<file path="config.mk">
export PLATFORM = sky130hd
export DESIGN_NAME = tag_stream_generator_flat
export DESIGN_NICKNAME = d
export VERILOG_FILES = /design/src/rtl/tag_stream_generator_pkg.sv /design/src/rtl/tag_stream_generator_if.sv /design/src/rtl/tag_stream_generator_channel_seq.sv /design/src/rtl/tag_stream_generator.sv /design/src/flat_wrapper.sv
export SDC_FILE = /design/constraint.sdc
export NUM_CORES = 1
export LEC_CHECK = 0
export BUFFER_PORTS_ARGS = -buffer_cell sky130_fd_sc_hd__buf_2
export CAP_MARGIN = 0
export CORE_MARGIN = 10
export CORE_UTILIZATION = 50
export CTS_BUF_LIST = sky130_fd_sc_hd__clkbuf_4 sky130_fd_sc_hd__clkbuf_8
export DETAILED_ROUTE_END_ITERATION = 7
export PLACE_DENSITY = 0.71
export REMOVE_ABC_BUFFERS = 1
export SYNTH_ARGS = -nofsm -noshare
export SYNTH_HDL_FRONTEND = slang
export SYNTH_SLANG_ARGS = --single-unit
</file>
<file path="constraint.sdc">
create_clock -name clk -period 25.9 [get_ports clk]
set_clock_uncertainty 0.05 [all_clocks]
set_input_delay 5.18 -clock clk [delete_from_list [all_inputs] [get_ports clk]]
set_output_delay 5.18 -clock clk [all_outputs]
set_load 0.1 [all_outputs]
</file>
<file path="src/rtl/tag_stream_generator_pkg.sv">
// Shared types and helpers for the synthetic tag-stream generator.
package tag_stream_pkg;

  localparam int TAG_TIME_W  = 64;
  localparam int CHANNEL_W   = 6;
  localparam int MAX_CHANNEL = 18;
  localparam int CH_NUM_W    = 5;

  typedef enum logic [1:0] {
    IDLE = 2'd0,
    LOAD = 2'd1,
    RUN  = 2'd2
  } gen_state_t;

  typedef logic [TAG_TIME_W-1:0]       tag_time_t;
  typedef logic signed [CHANNEL_W-1:0] channel_t;
  typedef logic [CH_NUM_W-1:0]         ch_num_t;

  function automatic ch_num_t next_channel(input ch_num_t ch, input ch_num_t first,
                                           input ch_num_t last);
    return (ch >= last) ? first : ch + ch_num_t'(1);
  endfunction

  function automatic logic channel_range_ok(input ch_num_t first, input ch_num_t last);
    return (first >= ch_num_t'(1)) && (first <= ch_num_t'(MAX_CHANNEL)) &&
           (last >= first) && (last <= ch_num_t'(MAX_CHANNEL));
  endfunction

  // Falling edges are reported as the negated channel number.
  function automatic channel_t signed_channel(input ch_num_t ch, input logic falling);
    channel_t c;
    c = channel_t'({1'b0, ch});
    return falling ? -c : c;
  endfunction

endpackage

</file>
<file path="src/rtl/tag_stream_generator_if.sv">
// Tag-stream beat bus: WORD_WIDTH lanes of {tagtime, channel} qualified by tkeep.
interface tag_stream_generator_if #(
  parameter int WORD_WIDTH = 4
);
  import tag_stream_pkg::*;

  // A beat moves on a clock edge where tvalid && tready; once tvalid is high the
  // master keeps tvalid and all data stable until that edge, and tready may toggle freely.
  logic                  tvalid;
  logic                  tready;
  tag_time_t             tagtime [WORD_WIDTH];
  channel_t              channel [WORD_WIDTH];
  logic [WORD_WIDTH-1:0] tkeep;

  modport master (output tvalid, tagtime, channel, tkeep, input tready);
  modport slave  (input tvalid, tagtime, channel, tkeep, output tready);

endinterface

</file>
<file path="src/rtl/tag_stream_generator_channel_seq.sv">
// Registered channel rotator: holds the WORD_WIDTH channels of the next beat.
module tag_gen_channel_seq
  import tag_stream_pkg::*;
#(
  parameter int WORD_WIDTH = 4
) (
  input  logic    clk,
  input  logic    rst_n,
  input  logic    init,
  input  logic    advance,
  input  ch_num_t ch_first,
  input  ch_num_t ch_last,
  output ch_num_t lane_ch [WORD_WIDTH]
);

  ch_num_t nxt [WORD_WIDTH];

  // The rotation continues from the last lane of the previous beat.
  always_comb begin
    ch_num_t c;
    c = init ? ch_first : next_channel(lane_ch[WORD_WIDTH-1], ch_first, ch_last);
    for (int i = 0; i < WORD_WIDTH; i++) begin
      nxt[i] = c;
      c      = next_channel(c, ch_first, ch_last);
    end
  end

  always_ff @(posedge clk or negedge rst_n) begin
    if (!rst_n) begin
      for (int i = 0; i < WORD_WIDTH; i++) lane_ch[i] <= '0;
    end else if (init || advance) begin
      for (int i = 0; i < WORD_WIDTH; i++) lane_ch[i] <= nxt[i];
    end
  end

endmodule

</file>
<file path="src/rtl/tag_stream_generator.sv">
// Synthetic tag source for the measurement tag-stream input.
// Define TAG_GEN_SPARSE_EN to thin lanes pseudo-randomly with a 16-bit LFSR.
module tag_stream_generator
  import tag_stream_pkg::*;
#(
  parameter int WORD_WIDTH = 4,
  parameter int PERIOD_W   = 32,
  parameter int COUNT_W    = 32
) (
  input  logic                   clk,
  input  logic                   rst_n,
  input  logic                   cfg_start,
  input  logic                   cfg_stop,
  input  tag_time_t              cfg_start_time,
  input  logic [PERIOD_W-1:0]    cfg_period,
  input  logic [COUNT_W-1:0]     cfg_count,
  input  ch_num_t                cfg_ch_first,
  input  ch_num_t                cfg_ch_last,
  input  logic                   cfg_falling,
  tag_stream_generator_if.master m_axis,
  output logic                   busy,
  output logic                   done,
  output logic                   cfg_error,
  output gen_state_t             dbg_state
);

  gen_state_t          state;
  logic                load_phase;
  tag_time_t           base;
  logic [PERIOD_W-1:0] period_q;
  logic [COUNT_W-1:0]  count_q;
  logic [COUNT_W-1:0]  emitted;
  ch_num_t             ch_first_q;
  ch_num_t             ch_last_q;
  logic                falling_q;
  logic                stop_pending;
  logic                last_beat;

  ch_num_t               seq_ch [WORD_WIDTH];
  tag_time_t             lane_time [WORD_WIDTH];
  tag_time_t             next_base;
  logic [COUNT_W-1:0]    remaining;
  logic [COUNT_W-1:0]    kept_n;
  logic [COUNT_W-1:0]    emitted_next;
  logic [COUNT_W:0]      emitted_sum;
  logic [WORD_WIDTH-1:0] in_count;
  logic [WORD_WIDTH-1:0] keep;
  logic                  beat_last;
  logic                  xfer;
  logic                  end_run;
  logic                  present;
  logic                  seq_init;

  assign xfer      = m_axis.tvalid && m_axis.tready;
  assign end_run   = (state == RUN) && xfer && (last_beat || stop_pending || cfg_stop);
  // A new beat is registered at the end of LOAD and on every transfer that keeps the run going.
  assign present   = ((state == LOAD) && load_phase && !cfg_stop) ||
                     ((state == RUN) && xfer && !end_run);
  assign seq_init  = (state == LOAD) && !load_phase;
  assign dbg_state = state;

  tag_gen_channel_seq #(.WORD_WIDTH(WORD_WIDTH)) u_channel_seq (
    .clk      (clk),
    .rst_n    (rst_n),
    .init     (seq_init),
    .advance  (present),
    .ch_first (ch_first_q),
    .ch_last  (ch_last_q),
    .lane_ch  (seq_ch)
  );

`ifdef TAG_GEN_SPARSE_EN
  logic [15:0] lfsr;
  logic [15:0] lfsr_next;
  logic [15:0] lfsr_src;

  // Galois form of x^16+x^14+x^13+x^11+1; a beat presented on a transfer sees the advanced state.
  assign lfsr_next = {1'b0, lfsr[15:1]} ^ (lfsr[0] ? 16'hB400 : 16'h0000);
  assign lfsr_src  = xfer ? lfsr_next : lfsr;

  always_ff @(posedge clk or negedge rst_n) begin
    if (!rst_n) lfsr <= 16'hACE1;
    else if (xfer) lfsr <= lfsr_next;
  end
`endif

  always_comb begin
    tag_time_t t;
    t = base;
    for (int i = 0; i < WORD_WIDTH; i++) begin
      lane_time[i] = t;
      t = t + tag_time_t'(period_q);
    end
    next_base = t;
  end

  assign remaining = count_q - emitted;

  always_comb begin
    in_count = '0;
    kept_n   = '0;
    for (int i = 0; i < WORD_WIDTH; i++) begin
      in_count[i] = (count_q == '0) || (COUNT_W'(i) < remaining);
    end
`ifdef TAG_GEN_SPARSE_EN
    keep = in_count & ~lfsr_src[WORD_WIDTH-1:0];
`else
    keep = in_count;
`endif
    for (int i = 0; i < WORD_WIDTH; i++) kept_n = kept_n + COUNT_W'(keep[i]);
  end

  // Dropped lanes do not count, so the run ends once the kept tags reach the target.
  assign beat_last    = (count_q != '0) && (kept_n >= remaining);
  assign emitted_sum  = {1'b0, emitted} + {1'b0, kept_n};
  assign emitted_next = emitted_sum[COUNT_W] ? '1 : emitted_sum[COUNT_W-1:0];

  always_ff @(posedge clk or negedge rst_n) begin
    if (!rst_n) begin
      state         <= IDLE;
      load_phase    <= 1'b0;
      base          <= '0;
      period_q      <= '0;
      count_q       <= '0;
      emitted       <= '0;
      ch_first_q    <= '0;
      ch_last_q     <= '0;
      falling_q     <= 1'b0;
      stop_pending  <= 1'b0;
      last_beat     <= 1'b0;
      busy          <= 1'b0;
      done          <= 1'b0;
      cfg_error     <= 1'b0;
      m_axis.tvalid <= 1'b0;
      m_axis.tkeep  <= '0;
      for (int i = 0; i < WORD_WIDTH; i++) begin
        m_axis.tagtime[i] <= '0;
        m_axis.channel[i] <= '0;
      end
    end else begin
      done      <= 1'b0;
      cfg_error <= 1'b0;
      case (state)
        IDLE: begin
          if (cfg_start) begin
            if (channel_range_ok(cfg_ch_first, cfg_ch_last)) begin
              base         <= cfg_start_time;
              period_q     <= cfg_period;
              count_q      <= cfg_count;
              ch_first_q   <= cfg_ch_first;
              ch_last_q    <= cfg_ch_last;
              falling_q    <= cfg_falling;
              emitted      <= '0;
              stop_pending <= 1'b0;
              load_phase   <= 1'b0;
              busy         <= 1'b1;
              state        <= LOAD;
            end else begin
              cfg_error <= 1'b1;
            end
          end
        end
        LOAD: begin
          if (cfg_stop) begin
            state <= IDLE;
            busy  <= 1'b0;
            done  <= 1'b1;
          end else if (!load_phase) begin
            load_phase <= 1'b1;
          end else begin
            load_phase <= 1'b0;
            state      <= RUN;
          end
        end
        RUN: begin
          if (end_run) begin
            state         <= IDLE;
            busy          <= 1'b0;
            done          <= 1'b1;
            m_axis.tvalid <= 1'b0;
            m_axis.tkeep  <= '0;
          end else if (cfg_stop) begin
            stop_pending <= 1'b1;
          end
        end
        default: state <= IDLE;
      endcase

      if (present) begin
        m_axis.tvalid <= 1'b1;
        m_axis.tkeep  <= keep;
        for (int i = 0; i < WORD_WIDTH; i++) begin
          m_axis.tagtime[i] <= in_count[i] ? lane_time[i] : '0;
          m_axis.channel[i] <= in_count[i] ? signed_channel(seq_ch[i], falling_q) : '0;
        end
        base      <= next_base;
        emitted   <= emitted_next;
        last_beat <= beat_last;
      end
    end
  end

endmodule

</file>
<file path="src/flat_wrapper.sv">
// flat-port wrapper written by rule: the top's interface ports become plain ports
module tag_stream_generator_flat import tag_stream_pkg::*;
#(
  parameter int WORD_WIDTH = 4,
  parameter int PERIOD_W   = 32,
  parameter int COUNT_W    = 32
)
  (clk, rst_n, cfg_start, cfg_stop, cfg_start_time, cfg_period, cfg_count, cfg_ch_first, cfg_ch_last, cfg_falling, busy, done, cfg_error, dbg_state, m_axis_tvalid, m_axis_tagtime, m_axis_channel, m_axis_tkeep, m_axis_tready);
  tag_stream_generator_if #(.WORD_WIDTH(WORD_WIDTH)) m_axis_i ();
  input  logic clk;
  input  logic rst_n;
  input  logic cfg_start;
  input  logic cfg_stop;
  input  tag_time_t cfg_start_time;
  input  logic [PERIOD_W-1:0] cfg_period;
  input  logic [COUNT_W-1:0] cfg_count;
  input  ch_num_t cfg_ch_first;
  input  ch_num_t cfg_ch_last;
  input  logic cfg_falling;
  output logic busy;
  output logic done;
  output logic cfg_error;
  output gen_state_t dbg_state;
  output wire logic [$bits(m_axis_i.tvalid)-1:0] m_axis_tvalid;
  output wire logic [$bits(m_axis_i.tagtime)-1:0] m_axis_tagtime;
  output wire logic [$bits(m_axis_i.channel)-1:0] m_axis_channel;
  output wire logic [$bits(m_axis_i.tkeep)-1:0] m_axis_tkeep;
  input wire logic [$bits(m_axis_i.tready)-1:0] m_axis_tready;
  assign m_axis_tvalid = m_axis_i.tvalid;
  assign m_axis_tagtime = {>>{m_axis_i.tagtime}};
  assign m_axis_channel = {>>{m_axis_i.channel}};
  assign m_axis_tkeep = m_axis_i.tkeep;
  assign m_axis_i.tready = m_axis_tready;
  tag_stream_generator #(.WORD_WIDTH(WORD_WIDTH), .PERIOD_W(PERIOD_W), .COUNT_W(COUNT_W)) u_core (.clk(clk), .rst_n(rst_n), .cfg_start(cfg_start), .cfg_stop(cfg_stop), .cfg_start_time(cfg_start_time), .cfg_period(cfg_period), .cfg_count(cfg_count), .cfg_ch_first(cfg_ch_first), .cfg_ch_last(cfg_ch_last), .cfg_falling(cfg_falling), .m_axis(m_axis_i), .busy(busy), .done(done), .cfg_error(cfg_error), .dbg_state(dbg_state));
endmodule
</file>
# Yosys cells after proc, flatten, opt, wreduce, memory -nomap -nowiden
# Cells that the tools add are included.
[totals]
reg_bits = 484
input_bits = 144
out_inout_bits = 290
wordCells = 164
[classes]
add_sub_neg = 17
n_lt_le_gt_ge = 13
n_eq_ne = 10
mux = 56
reduce_logical = 40
[ops]
columns = ["operator", "n"]
rows = [
  ["$mux W64", 8],
  ["$add A64 B32 Y64", 4],
  ["$mux W32", 5],
  ["$add A32 B1 Y32", 2],
  ["$lt A1 B32 Y1 const A", 2],
  ["$lt A2 B32 Y1 const A", 2],
  ["$mux W6", 8],
  ["$add A32 B32 Y33", 1],
  ["$ge A32 B32 Y1", 1],
  ["$logic_not A32 Y1", 1],
  ["$reduce_bool A32 Y1", 1],
  ["$sub A32 B32 Y32", 1],
  ["$ge A5 B5 Y1", 5],
  ["$mux W5", 5],
  ["$neg A5 Y6", 4],
  ["$add A5 B1 Y5 const B", 4],
  ["$mux W1", 17],
  ["$reduce_bool A2 Y1", 7],
  ["$mux W4", 3],
  ["$logic_and A1 B1 Y1", 11],
  ["$le A5 B5 Y1 const B", 2],
  ["$mux W2", 5],
  ["$ne A2 B2 Y1 const B", 5],
  ["$reduce_and A5 Y1", 2],
  ["other kinds (16)", 30],
]

# Logic depth before layout (Yosys ltp)
[logic_depth]
ltp_word = 9
ltp_mapped = 43
ltp_nobuf = 43

# Hierarchy
# From an unflattened synthesis, not the netlist that was laid out.
[hier_totals]
cells_unflattened = 3873
hier_area_um2 = 33051.7
[modules_own_cells]
columns = ["module", "instances", "cells_per_inst", "area_per_inst_um2", "seq_area_each_um2"]
rows = [
  ["tag_stream_generator", 1, 3635, 31051.0, 11611.1],
  ["tag_gen_channel_seq", 1, 238, 2000.7, 500.5],
]

# Worst setup path before layout
# OpenSTA, ideal clock, no wires.
[synth_path]
kind = "register to register"
startpoint = "reg u_core.period_q[0]"
endpoint = "reg u_core.base[59]"
setup_ps = 143
arrival_time_ps = 8672
t_required_ps = 25707
path_slack_ps = 17035
stages_incl_launch_ff = 41
n_path_buf = 0
period_less_slack_ps = 8865
path_cell_list = "dfrtp_1 ha_1 inv_1 fa_1 nor2b_1 o211a_1 o21ai_0 nor2b_1 nand2b_1 o21ai_0 a21o_1 a21oi_1 xnor2_1 ha_1 a21oi_1 o21ai_0 a2111oi_0 o21ai_0 [... 5 more ...] a21oi_1 xnor2_1 ha_1 a21o_1 a21oi_1 nand3_1 a211oi_1 o31a_1 a2111oi_0 o31a_1 xnor2_1 or2_2 or4_1 nor4_4 nand3_2 nor4_4 nor4b_1 a211oi_1"
[synth_between]
elab_chain_cells = 5
[synth_rtl]
columns = ["element", "line", "text"]
rows = [
  ["from (decl)", "tag_stream_generator.sv:30", "logic [PERIOD_W-1:0] period_q;"],
  ["from (signal assigned)", "tag_stream_generator.sv:148", "period_q <= cfg_period;"],
  ["$add A64 B32 Y64 (3 in a row)", "tag_stream_generator.sv:92", "t = t + tag_time_t'(period_q);"],
  ["$add A64 B32 Y64 *", "tag_stream_generator.sv:92", ""],
  ["$mux W64 *", "tag_stream_generator.sv:189", "if (present) begin"],
  ["to (signal assigned)", "tag_stream_generator.sv:147", "base <= cfg_start_time;"],
  ["to (signal assigned)", "tag_stream_generator.sv:196", "base <= next_base;"],
  ["to (decl)", "tag_stream_generator.sv:29", "tag_time_t base;"],
]
# Mark *: on every way between the ends. The rest lies on a longest branch, timed or not.
# A chain may end at the register's enable or synchronous reset.

# Final worst setup path
# Same ends and word-level chain as after synthesis.

==> impl_metrics.ini <==
[synth]
synth-edff-count = 0
yosys_warnings = 0
yosysSeqAreaShare_pct = 36.8
ys_top_cells_by_count = nand2_1 (515), dfrtp_1 (484), o21ai_0 (260)
yosysTopAreaCell = dfrtp_1
syn-cell-area_sq_um = 32900
ys_seq_elements = 484
synth_cell_type_count = 107
syn_avg_cell_area_sq_um = 8.96
ys.flop_type = dfrtp_1
synth_area_leaders = dfrtp_1 (37%), ha_1 (8.1%), nand2_1 (5.9%), xnor2_1 (4.5%), o21ai_0 (4.0%)
yosysMostFrequentCell = nand2_1
synthCells = 3672
synth_top_area_share_pct = 36.8
async_reset_ff_share_pct = 100

[die]
core-area_sq_um = 65500
initial_core_util_pct = 50.2
die_width_microns = 277
die_h_microns = 277
dieArea_sq_um = 76500
rows = 94
num_io_pins = 434

[grt]
grt_pass1_vias = 29400
grt_pass1_wl_microns = 175000
groute.usage.overall_pct = 28.6
antenna_found_initial = 11
grt-ovfl-total = 0
grt_max_degree = 180

[worst_setup_path]
crit_path_start_kind = register
crit_slowest_cell = or4_1
critical-path-max-stage-delay_ns = 0.68
crit_fanout = 7
regToRegSetupSlack_ns = 15.13
criticalPathCategory = reg2reg
cpMostUsedCell = a21oi_1
cp.required_ns = 26.38
critPathArrivalTime_ns = 11.25
endpoint_kind = register

[detailed_routing]
post_drt_via_cell_ratio = 6.03
drtPass1Iterations = 6
ant_nets = 0
wire_per_inst_microns = 22.8
routed_wl_microns = 114000
drt_iter0_markers = 2473
via_count = 30100
drc = 0

[layout]
syn_to_final_growth_pct = 14.9
fin_area_sq_um = 37800
drive_above_1_share_pct = 18.7
nNetsFinal = 4420

[clock_tree]
cts_tree = built
path_clk_slew_ns = 0.06
postCtsResizedCells = 0
cts_setup_buffers = 0
cts_root_buf = clkbuf_8
cts_hold_repair.buffers = 0
clkLatencyLatePin_ns = 0.70
cts_buffers = 88
htreeDepth = 3
cts_buffer_depth = 3
cts.sinks = 484

[timing]
slew_viol_final = 0
setup_viol_count_final = 0
rsz0062_at_grt = no
tightestPinTransition_ns = 1.14
finalHoldViolCount = 0
setup-tns-final_ns = 0
maxSlewHeadroom_pct = 24.2
fin_crit_sh_pct = 41.6
period_needed_ns = 10.77
fmax_mhz = 92.9

[place]
hpwl_microns = 86600
placed_cell_area_sq_um = 35800
io_buffers = 433
gp_congestion = 0.987

[hold_path]
hp-class = reg2reg

[flow_run]
maxCapViolations = 0

[run_status]
status = complete, no violations
-- path summary, 6_finish.rpt --
check	from	to	depth (start not counted)
min in group asynchronous	rst_n	u_core.m_axis.tagtime[201]$_DFFE_PN0N_	1
worst min-delay path	u_core.m_axis.channel[16]$_DFFE_PN0N_	u_core.m_axis.channel[16]$_DFFE_PN0N_	2
worst max-delay path	u_core.period_q[0]$_DFFE_PN0P_	u_core.base[59]$_DFFE_PN0P_	41
max in group asynchronous	rst_n	u_core.count_q[10]$_DFFE_PN0P_	4
worst max register to register	u_core.period_q[0]$_DFFE_PN0P_	u_core.base[59]$_DFFE_PN0P_	41
worst min register to register	u_core.m_axis.channel[16]$_DFFE_PN0N_	u_core.m_axis.channel[16]$_DFFE_PN0N_	2
-- worst max-delay path, delay by kind of cell, from the launching register on --
family,cells,cell delay (ns)
AO/OA/AOI/OAI,20,4.55
AND/OR/NAND/NOR,12,3.46
adder cells (fa/ha/maj),4,1.36
XOR/XNOR,3,0.54
flip-flops,1,0.40
buffers and inverters,2,0.24
-- logic make-up after synthesis --
family                     synth area share (%)
and+or+nand+nor                            17.5
AOI/OAI and AO/OA                          21.7
adders and majority gates                  8.56
buffers and inverters                      3.53
muxes                                      4.82
xor gates and xnor gates                   7.05
DFF                                        36.8
-- cells in the final DEF (no fill, tap or decap), types with 28 or more instances in the layout --
| master | instances |
|---|---|
| a21oi_1 | 227 |
| buf_4 | 28 |
| nand4_1 | 47 |
| nor2b_1 | 34 |
| ha_1 | 214 |
| clkbuf_8 | 115 |
| nor3_1 | 74 |
| inv_1 | 125 |
| mux2i_1 | 74 |
| o21ai_0 | 260 |
| nor4_1 | 38 |
| xor2_1 | 95 |
| nor2_1 | 178 |
| o31ai_1 | 108 |
| nand2b_1 | 29 |
| a211oi_1 | 38 |
| mux2_2 | 75 |
| and2_1 | 36 |
| nand3_1 | 87 |
| buf_2 | 432 |
| and3_1 | 29 |
| xnor2_1 | 170 |
| a22o_1 | 108 |
| a21o_1 | 86 |
| dfrtp_1 | 484 |
| nand2_1 | 515 |
-- registers in the layout (all words and copies together) (netlist names), 2 cells and up --
| name | cells |
|---|---|
| u_core.m_axis.tagtime | 256 |
| u_core.base | 64 |
| u_core.count_q | 32 |
| u_core.emitted | 32 |
| u_core.period_q | 32 |
| u_core.m_axis.channel | 24 |
| u_core.u_channel_seq.lane_ch | 20 |
| u_core.ch_first_q | 5 |
| u_core.ch_last_q | 5 |
| u_core.m_axis.tkeep | 4 |
| u_core.dbg_state | 2 |
-- cell type report --
| cell class | instances | area (sq um) |
|---|---|---|
| Inverter | 126 | 473 |
| Antenna cell | 5 | 12.5 |
| Tap cell | 864 | 1080 |
| Timing Repair Buffer | 462 | 2410 |
| Clock buffer | 138 | 1760 |
| Clock inverter | 21 | 280 |
| Sequential cell | 484 | 12100 |
| Multi-Input combinational cell | 2893 | 19700 |
| Fill cell | 5955 | 27700 |
-- through the flow --
step           hold slack (ns)  util [%]  setup slack (ns)  std cells
4_1_cts                  0.420      57.7             15.33       4988
3_5_place_dp             0.404      54.6             15.39       4829
5_1_grt                  0.442      57.7             14.29       4991
6_report                 0.417      57.7             15.13       4993
2_1_floorplan            0.398         -              7.96       3503
3_3_place_gp             0.396      54.6             15.63       4829
-- metal layers --
layer	vias up	global-route usage, %	wire length, microns
li1	14200	-	-
met1	14500	37.0	48000
met2	1189	46.2	52500
met3	215	7.46	9550
met4	8	9.04	3640
met5	-	0	50
Power is left out: the tool's default activity adds up to more than one toggle a clock period on the data nets, which glitch-free logic cannot reach.
